[config.mk]
export PLATFORM = sky130hd
export DESIGN_NAME = gb_clock_gen
export DESIGN_NICKNAME = d
export VERILOG_FILES = /design/src/rtl/gb_clock_gen.sv
export SDC_FILE = /design/constraint.sdc
export NUM_CORES = 1
export LEC_CHECK = 0
export BUFFER_PORTS_ARGS = -buffer_cell sky130_fd_sc_hd__buf_2
export CORE_MARGIN = 2
export CORE_UTILIZATION = 60
export CTS_CLUSTER_DIAMETER = 40
export DETAILED_ROUTE_END_ITERATION = 7
export PLACE_DENSITY = 0.86
export SYNTH_ARGS = -nofsm -noshare
export SYNTH_HDL_FRONTEND = slang
export SYNTH_SLANG_ARGS = --single-unit
[constraint.sdc]
create_clock -name I_CLK -period 15.4 [get_ports I_CLK]
set_input_delay 0.77 -clock I_CLK [delete_from_list [all_inputs] [get_ports I_CLK]]
set_output_delay 0.77 -clock I_CLK [all_outputs]
set_load 0.01 [all_outputs]
[src/rtl/gb_clock_gen.sv]
// Multi-channel programmable clock / clock-enable generator with glitch-free
// divide reload and a pause / single-step controller locked to channel 0.
module gb_clock_gen #(
  parameter int NUM_CH      = 2,
  parameter int CNT_W       = 16,
  parameter int DEFAULT_DIV = 4
) (
  input  logic              I_CLK,
  input  logic              I_RESET,
  input  logic [CNT_W-1:0]  I_DIV_DATA,
  input  logic [NUM_CH-1:0] I_DIV_WE,
  input  logic              I_PAUSE,
  input  logic              I_STEP,
  output logic [NUM_CH-1:0] O_CLK,
  output logic [NUM_CH-1:0] O_TICK,
  output logic [1:0]        O_STATE
);

  typedef enum logic [1:0] {
    ST_RUN    = 2'd0,
    ST_PAUSED = 2'd1,
    ST_STEP_A = 2'd2,
    ST_STEP_B = 2'd3
  } state_t;

  state_t state_q, state_next;

  logic [CNT_W-1:0] cnt        [NUM_CH];
  logic [CNT_W-1:0] div_act    [NUM_CH];
  logic [CNT_W-1:0] div_shadow [NUM_CH];
  logic [NUM_CH-1:0] pend;
  logic [NUM_CH-1:0] wrap;
  logic              en;

  // A programmed divide of zero behaves as one: toggle every enabled cycle.
  function automatic logic [CNT_W-1:0] eff_div(input logic [CNT_W-1:0] d);
    return (d == '0) ? CNT_W'(1) : d;
  endfunction

  always_comb begin
    en = ((state_q == ST_RUN) && !I_PAUSE) ||
         (state_q == ST_STEP_A) || (state_q == ST_STEP_B);
    for (int i = 0; i < NUM_CH; i++) begin
      wrap[i] = en && (cnt[i] == (eff_div(div_act[i]) - CNT_W'(1)));
    end
  end

  // Channel counters, divide reload and registered clock/tick outputs
  always_ff @(posedge I_CLK) begin
    if (I_RESET) begin
      for (int i = 0; i < NUM_CH; i++) begin
        cnt[i]        <= '0;
        div_act[i]    <= CNT_W'(DEFAULT_DIV);
        div_shadow[i] <= CNT_W'(DEFAULT_DIV);
      end
      pend   <= '0;
      O_CLK  <= '0;
      O_TICK <= '0;
    end else begin
      for (int i = 0; i < NUM_CH; i++) begin
        O_TICK[i] <= 1'b0;
        if (I_DIV_WE[i]) begin
          div_shadow[i] <= I_DIV_DATA;
          pend[i]       <= 1'b1;
        end
        if (wrap[i]) begin
          cnt[i]    <= '0;
          O_CLK[i]  <= ~O_CLK[i];
          O_TICK[i] <= ~O_CLK[i];
          // A write landing on the wrap cycle is taken immediately.
          if (I_DIV_WE[i]) begin
            div_act[i] <= I_DIV_DATA;
          end else if (pend[i]) begin
            div_act[i] <= div_shadow[i];
          end
          pend[i] <= 1'b0;
        end else if (en) begin
          cnt[i] <= cnt[i] + CNT_W'(1);
        end
      end
    end
  end

  always_ff @(posedge I_CLK) begin
    if (I_RESET) state_q <= ST_RUN;
    else         state_q <= state_next;
  end

  // A step lasts from entry until channel 0 has toggled twice.
  always_comb begin
    state_next = state_q;
    case (state_q)
      ST_RUN:    if (I_PAUSE) state_next = ST_PAUSED;
      ST_PAUSED: begin
        if (I_STEP)        state_next = ST_STEP_A;
        else if (!I_PAUSE) state_next = ST_RUN;
      end
      ST_STEP_A: if (wrap[0]) state_next = ST_STEP_B;
      ST_STEP_B: if (wrap[0]) state_next = I_PAUSE ? ST_PAUSED : ST_RUN;
      default:   state_next = ST_RUN;
    endcase
  end

  assign O_STATE = state_q;

endmodule

; ---- Yosys cells after proc, flatten, opt, wreduce, memory -nomap -nowiden
; Memory sizes are Yosys's and may differ from the RTL's.
; Index checks and enable logic that the tools add are counted.
[op_classes]
n_mux = 56
n_eq_ne = 9
addsub = 4
reduce_logical = 14
mul = 0
n_bitwise = 14
n_lt_le_gt_ge = 0
div = 0
shift = 0
[op_table]
columns = operator, count
row1 = 2-to-1 mux 16 bit, 12
row2 = 2-to-1 mux 1 bit, 38
row3 = "adder 16 x 1 -> 16 bit, second input constant", 2
row4 = equality test 16 bit, 2
row5 = zero test 16 bit, 2
row6 = "subtractor 16 x 1 -> 16 bit, second input constant", 2
row7 = 2-to-1 mux 2 bit, 5
row8 = bitwise OR 1 bit, 10
row9 = one-hot mux 2 bit (4 select lines), 1
row10 = OR reduction 2 bit, 4
row11 = "!= test 2 bit, second input constant", 3
row12 = "equality test 2 bit, second input constant", 2
row13 = inverter 1 bit, 4
row14 = AND reduction 4 bit, 1
row15 = logical AND 1 bit, 3
row16 = "!= test 3 bit, second input constant", 1
row17 = "equality test 2 x 1 -> 1 bit, second input constant", 1
row18 = zero test 2 bit, 1
row19 = logical OR 1 bit, 2
row20 = zero test 1 bit, 1
[totals]
n_memories = 3
wordCells = 107
latch_bits = 0
out_inout_bits = 6
input_bits = 22
ramBits = 96
ff_bits = 8
romBits = 0
[mem_list]
columns = memory, words, width, rd, rd_ports_with_merged_regs, write_ports, line
row1 = cnt, 2, 16, 2, 0, 2, 28  ; logic [CNT_W-1:0] cnt [NUM_CH];
row2 = div_act, 2, 16, 2, 0, 2, 29  ; logic [CNT_W-1:0] div_act [NUM_CH];
row3 = div_shadow, 2, 16, 2, 0, 2, 30  ; logic [CNT_W-1:0] div_shadow [NUM_CH];

; ---- Depth between registers and ports, before layout
; Gate-level depths: netlist (run 1).
[depth]
ltp_word = 10
depth_mapped = 15
depth_no_buf = 12

; ---- Worst setup path before layout (run 1)
; No wires, ideal clock.
[synth_path]
path_kind = reg2reg
startpoint = mem div_act[1][12]
endpoint = mem div_act[1][0] (enable)
t_required_ps = 14965
path_slack_ps = 10187
n_path_buf = 2
t_arrival_ps = 4778
setup_ps = 435
path_stages_with_launch = 14
period_less_slack_ps = 5213
cell_sequence = edfxtp_1 -> clkbuf_1 -> nor4_1 -> nand2_1 -> nor2_1 -> nor2_1 -> ha_1 -> xor2_1 -> o211ai_1 -> a31o_2 -> a2111oi_2 -> nand4_2 -> clkbuf_1 -> o41ai_1
[synth_rtl]
columns = element, line
row1 = "start, declared", 29

==> impl_results.md, run 1 <==
* Status: finished clean
* Commonest non-fill, non-tap cell in the layout: edfxtp_1
* Post-CTS sizing at 0
* # DRC at 0
* Post-CTS Setup Bufs at 0
* Synthesis-to-finish area growth at 6.11%
* Place WS at 10.40 ns
* Antenna violations before repair at 0
* Hold Path Class: register to register
* Post-route cell area at 6440 um2
* Die Height at 105 um
* CTS tree: done
* First-pass GRT wire length at 21200 um
* Commonest non-fill, non-tap cells in the layout: 96 x edfxtp_1, 59 x nor2_1, 42 x nand3_1
* Share of cells above drive strength 1 at 0.123
* Clock sink count at 104
* Row Count at 36
* Slew @ Worst Pin at 1.14 ns
* Crit path max fanout at 21
* Pwr Total at 582 uW
* RSZ-0062 raised after global routing: no
* CP Launch Type: register
* 1st-iter DRT viols at 415
* Crit-path cells: or4_4 -> nor4_1 -> a31oi_1 -> ha_1 -> o21ba_2 -> a22oi_1 -> mux2i_1 -> a211oi_2 -> nand4_1 -> o21ai_1 -> nor2_1
* Starting density of the core at 0.621
* Worst path bufs/invs at 0
* Final Hold Vio Count at 0
* Syn Nets at 602
* Vias per cell at 6.49
* Ant. Diodes at 0
* Die Area at 10900 um2
* Slowest CP cell: o21ai_1
* Final Cycle Share at 0.334
* Hpwl dp at 9350 um
* Cell count after synthesis at 576
* Total wire length at 13100 um
* Core Region at 9770 um2
* CP required at 15.48 ns
* Final worst slack at 10.26 ns
* VDD IR max at 0.0435 mV
* Crit Path Class: register to register
* Post-route ant nets at 0
* PD cells at 90.4 nW/um2
* FMAX at 195 MHz
* Layout Utilization at 0.658
* Post-Syn Area at 6070 um2
* Async SR Flop Fraction at 0
* Worst-skew pair later-pin latency at 0.37 ns
* H-Tree Level Count at 3
* Critical path endpoint category: register
* Post-synth EDFFs at 96
* Max Slew Vio Count at 0
* Fin crit period at 5.14 ns
* Largest net degree at the start of global routing at 33
* Number of port buffers at 27
* Worst Clk Skew at 0.0127 ns
* Setup tns final at 0 ns
* Prevailing post-synth register cell: edfxtp_1
* Total number of vias at 4708
* WL/cell at 18.1 um
* Clk slew on worst S/H paths at 0.10 ns
* Inst Count DP at 709
* Top Ports at 28
* Sequential area share after synthesis at 0.502
* Non-filler instance count after layout at 725
* CP top delay family: compound AO/OA/AOI/OAI gates
* GP Congestion at 0.874
* Endpoints failing setup at 0
* Multi-input gate area at 2790 um2
* Unique masters post-synth at 70
* Critical path arrival at 5.22 ns
* Leakage at 2.14 nW
* Yosys warns at 0
* CP max stage delay at 1.16 ns
* CTS Buf Count at 9
* First drt pass iteration count at 6
* Max Cap Viol at 0
* Root Buffer: clkbuf_8
* Longest Clk Path Bufs at 2
* Die W at 105 um
* Register area at 3040 um2
* Vias in the first global route at 4388
* Dpl cell area at 6260 um2
* GRT Resource Usage Total at 0.242
* Post-layout net count at 613
* Post-synthesis register bit count at 104
* Total congestion overflow at 0
* Worst rel slew slack at 0.232
* Number of hold buffers added after cts at 0
* FILL cells at 733
* Mean Syn Cell Area at 10.5 um2
* WHS at 0.479 ns
[state kept, by name, indices dropped and copies added (netlist names), named ones only]
name and cells:
cnt 32, O_TICK 2, O_STATE 1, O_CLK 2
pend 2, div_act 32, div_shadow 32
[synth_stat cells (all sizes together), types with 2 or more instances]
master   count  share of area
edfxtp      96           0.48
nor2        59          0.037
nand3       42          0.035
xor2        30          0.043
inv         27          0.017
xnor2       27          0.039
o21ai       25          0.021
clkbuf      20          0.012
nand2       19          0.012
a211oi      17          0.023
o211ai      17          0.021
and2        16          0.017
nor3        16          0.013
o22ai       16          0.017
buf         11          0.012
and3        10          0.010
nand4       10          0.015
or3         10          0.010
a31oi        9         0.0093
nor4         9          0.014
dfxtp        8          0.026
nor2b        8         0.0083
or4          7          0.011
a21oi        6         0.0050
nor3b        5         0.0062
or2          5         0.0052
ha           4         0.0083
mux2i        4         0.0066
a31o         3         0.0043
nand2b       3         0.0031
a2111oi      2         0.0050
a211o        2         0.0029
a21o         2         0.0025
and4         2         0.0029
nand4b       2         0.0029
o31ai        2         0.0025
o32a         2         0.0054
o32ai        2         0.0041
o41ai        2         0.0029
or4b         2         0.0033
[metal layers]
metal / global-route usage / vias up / routed length, um
met5: 0 / - / 0
met4: 0.0830 / 0 / 186
met3: 0.0493 / 19 / 1010
met2: 0.379 / 232 / 6120
met1: 0.338 / 2273 / 5790
li1: - / 2184 / -
[cell families (layout without fill, tap and decap cells)]
family                   count (synthesis)  in the layout  synth area share
adder cells (fa/ha/maj)                  4              4           0.00825
AO/OA/AOI/OAI                          118            118             0.144
flip-flops                             104            104             0.502
multiplexers                             5              5           0.00846
buffers and inverters                   58             74            0.0413
AND/OR/NAND/NOR                        229            229             0.211
XOR/XNOR                                58             58            0.0860
[final cells by class]
type,instances,share of cell area
Multi-Input combinational cell,414,0.433
Tap cell,133,0.0259
Clock inverter,6,0.00700
Clock buffer,10,0.0198
Inverter,27,0.0157
Timing Repair Buffer,31,0.0257
Sequential cell,104,0.473
[final timing paths]
kind	start	slack, ns	cells past startpoint	to
worst max-delay path	div_act[0][11]$_SDFFCE_PP0P_	10.26	11	cnt[0][11]$_SDFFCE_PN0P_
worst min-delay path	O_CLK[0]$_SDFFE_PP0P_	0.48	1	O_TICK[0]$_SDFF_PP0_
worst max register to register	div_act[0][11]$_SDFFCE_PP0P_	10.26	11	cnt[0][11]$_SDFFCE_PN0P_
worst min register to register	O_CLK[0]$_SDFFE_PP0P_	0.48	1	O_TICK[0]$_SDFF_PP0_
[power by group]
group          internal (mW)  switching, mW  leakage, nW  total (mW)
Clock                 0.0595         0.0968       0.0805       0.156
Combinational         0.0305         0.0448        0.982      0.0753
Sequential             0.330         0.0201         1.08       0.350
No activity file was read; power rests on OpenSTA's default activity.
==> run 2: changes to the inputs <==
Clock period 15.4 ns to 5.2 ns, I/O delays scaled along.
==> run 2 against run 1 <==
Compared with the run above: global-route usage rose by 1.1 points; utilization is 0.15 points higher; hold slack got worse by 0.30 ns; worst setup slack got worse by 9.3 ns; fmax increased by 21%; via count decreased by 0.36%; clock power increased to 3.0 times the previous value; die area did not move; total power grew to 3.0 times the previous value; sequential cell count is the same; non-clock buffer count is 3 higher; critical path depth grew 2.
==> impl_results.md, run 2 (same netlist as run 1, synthesis figures left out) <==
* Status: finished clean
* Post-CTS Setup Bufs at 0 (unchanged)
* CP top delay family: simple AND/OR/NAND/NOR gates
* Post-route cell area at 6450 um2 (+0.23%)
* VDD IR max at 0.148 mV (+240%)
* GRT Resource Usage Total at 0.253 (+0.0107)
* First-pass GRT wire length at 21700 um (+2.2%)
* Total wire length at 13200 um (+0.98%)
* Die Area at 10900 um2 (unchanged)
* Root Buffer: clkbuf_8
* # DRC at 0 (unchanged)
* Vias per cell at 6.44 (-0.77%)
* Total number of vias at 4691 (-0.36%)
* Hold Path Class: primary input to register
* Largest net degree at the start of global routing at 33 (unchanged)
* Number of port buffers at 27 (unchanged)
* Final Hold Vio Count at 0 (unchanged)
* Clock network fraction of total power at 0.268 (about the same)
* Leakage at 2.16 nW (+0.62%)
* CTS Buf Count at 9 (unchanged)
* Crit-path cells: nor4_1 -> nand2_1 -> nor2_1 -> nor2_1 -> ha_1 -> or3b_2 -> nor2_1 -> xor2_1 -> a2111oi_2 -> nand4_2 -> buf_4 -> o41ai_2 -> buf_4
* Crit Path Class: register to register
* Hpwl dp at 9470 um (+1.2%)
* Number of hold buffers added after cts at 0 (unchanged)
* CP max stage delay at 0.76 ns (-0.40 ns)
* Sw power at 476 uW (+190%)
* Clk slew on worst S/H paths at 0.09 ns (about the same)
* Crit path max fanout at 24 (+14%)
* Critical path endpoint category: register
* Combinational share of power at 0.129 (about the same)
* CP required at 5.28 ns (-10.20 ns)
* Longest Clk Path Bufs at 2 (unchanged)
* Slew @ Worst Pin at 1.29 ns (+0.142 ns)
* GP Congestion at 0.898 (+2.8%)
* Core Region at 9770 um2 (unchanged)
* Commonest non-fill, non-tap cells in the layout: 96 x edfxtp_1, 59 x nor2_1, 42 x nand3_1
* Commonest non-fill, non-tap cell in the layout: edfxtp_1
* Critical path arrival at 4.32 ns (-0.90 ns)
* Worst path bufs/invs at 2 (+2)
* Non-filler instance count after layout at 728 (+0.41%)
* Top Ports at 28 (unchanged)
* 1st-iter DRT viols at 463 (+12%)
* Worst Clk Skew at 0.0105 ns (-0.00226 ns)
* Endpoints failing setup at 0 (unchanged)
* Row Count at 36 (unchanged)
* CP Launch Type: register
* Die Height at 105 um (unchanged)
* Die W at 105 um (unchanged)
* Fin crit period at 4.24 ns (-0.898 ns)
* Slowest CP cell: nor4_1
* Starting density of the core at 0.621 (unchanged)
* Synthesis-to-finish area growth at 6.35%
* Post-layout net count at 616 (+0.49%)
* Setup tns final at 0 ns (unchanged)
* Worst-skew pair later-pin latency at 0.39 ns (+0.02 ns)
* H-Tree Level Count at 3 (unchanged)
* Final Cycle Share at 0.815 (+0.482)
* Worst rel slew slack at 0.140 (-0.0925)
* CTS tree: done
* RSZ-0062 raised after global routing: no
* First drt pass iteration count at 6 (unchanged)
* WL/cell at 18.2 um (+0.56%)
* Antenna violations before repair at 0 (unchanged)
* Max Cap Viol at 0 (unchanged)
* Inst Count DP at 712 (+0.42%)
* Share of cells above drive strength 1 at 0.126 (+0.00274)
* Total congestion overflow at 0 (unchanged)
* Post-route ant nets at 0 (unchanged)
* Clock sink count at 104 (unchanged)
* Sw Share at 0.277 (-0.00124)
* Sequential Power Share at 0.604 (+0.002)
* Dpl cell area at 6290 um2 (+0.36%)
* FMAX at 236 MHz (+21%)
* Vias in the first global route at 4302 (-2.0%)
* Ant. Diodes at 0 (unchanged)
* P_int at 1.25 mW (+200%)
* PD cells at 267 nW/um2 (+200%)
* Max Slew Vio Count at 0 (unchanged)
* Post-CTS sizing at 0 (unchanged)
* CP dominant cell by count: nor2_1
* Largest regs: cnt: 32 flops, div_act: 32 flops, div_shadow: 32 flops
==> run 2: final timing paths <==
check | start | endpoint | slack, ns | cells past startpoint
worst max-delay path | div_act[1][0]$_DFFE_PP_ | div_act[1][10]$_DFFE_PP_ | 0.96 | 13
worst min-delay path | I_RESET | O_CLK[1]$_SDFFE_PP0N_ | 0.18 | 2
worst max register to register | div_act[1][0]$_DFFE_PP_ | div_act[1][10]$_DFFE_PP_ | 0.96 | 13
worst min register to register | O_CLK[0]$_SDFFE_PP0P_ | O_TICK[0]$_SDFF_PP0_ | 0.49 | 1
==> run 2: final cells by class <==
class	instances	area, um2
well taps	133	166
clock inverters	4	30.0
flip-flops and latches	104	3040
repair buffers	34	188
inverters	27	101
multi-input cells	414	2790
clock buffers	12	135
fillers	767	3320
==> run 2: power groups by stage <==
| stage | sequential, mW | combinational, mW | clock (mW) |
|---|---|---|---|
| floorplan | 1.03 | 0.174 | 0 |
| global placement | 1.05 | 0.207 | 0 |
| detailed placement | 1.06 | 0.217 | 0 |
| CTS | 1.04 | 0.219 | 0.469 |
| global route | 1.05 | 0.244 | 0.496 |
| finish | 1.04 | 0.222 | 0.461 |
==> run 2: through the flow <==
stage	worst slack, ns	total power, mW	utilization	hold WS [ns]
after global placement	1.27	1.26	0.643	0.464
after global routing	0.649	1.79	0.660	0.192
after CTS	1.02	1.73	0.660	0.162
after detailed placement	1.06	1.27	0.643	0.474
after floorplan	0.192	1.21	-	0.456
final	0.962	1.72	0.660	0.180
==> run 2: metal layers <==
layer	GRT usage	up-vias	routed length, um
met5	0	-	0
met4	0.0743	0	231
met3	0.0624	25	1170
met2	0.378	226	5990
met1	0.367	2251	5840
li1	-	2189	-
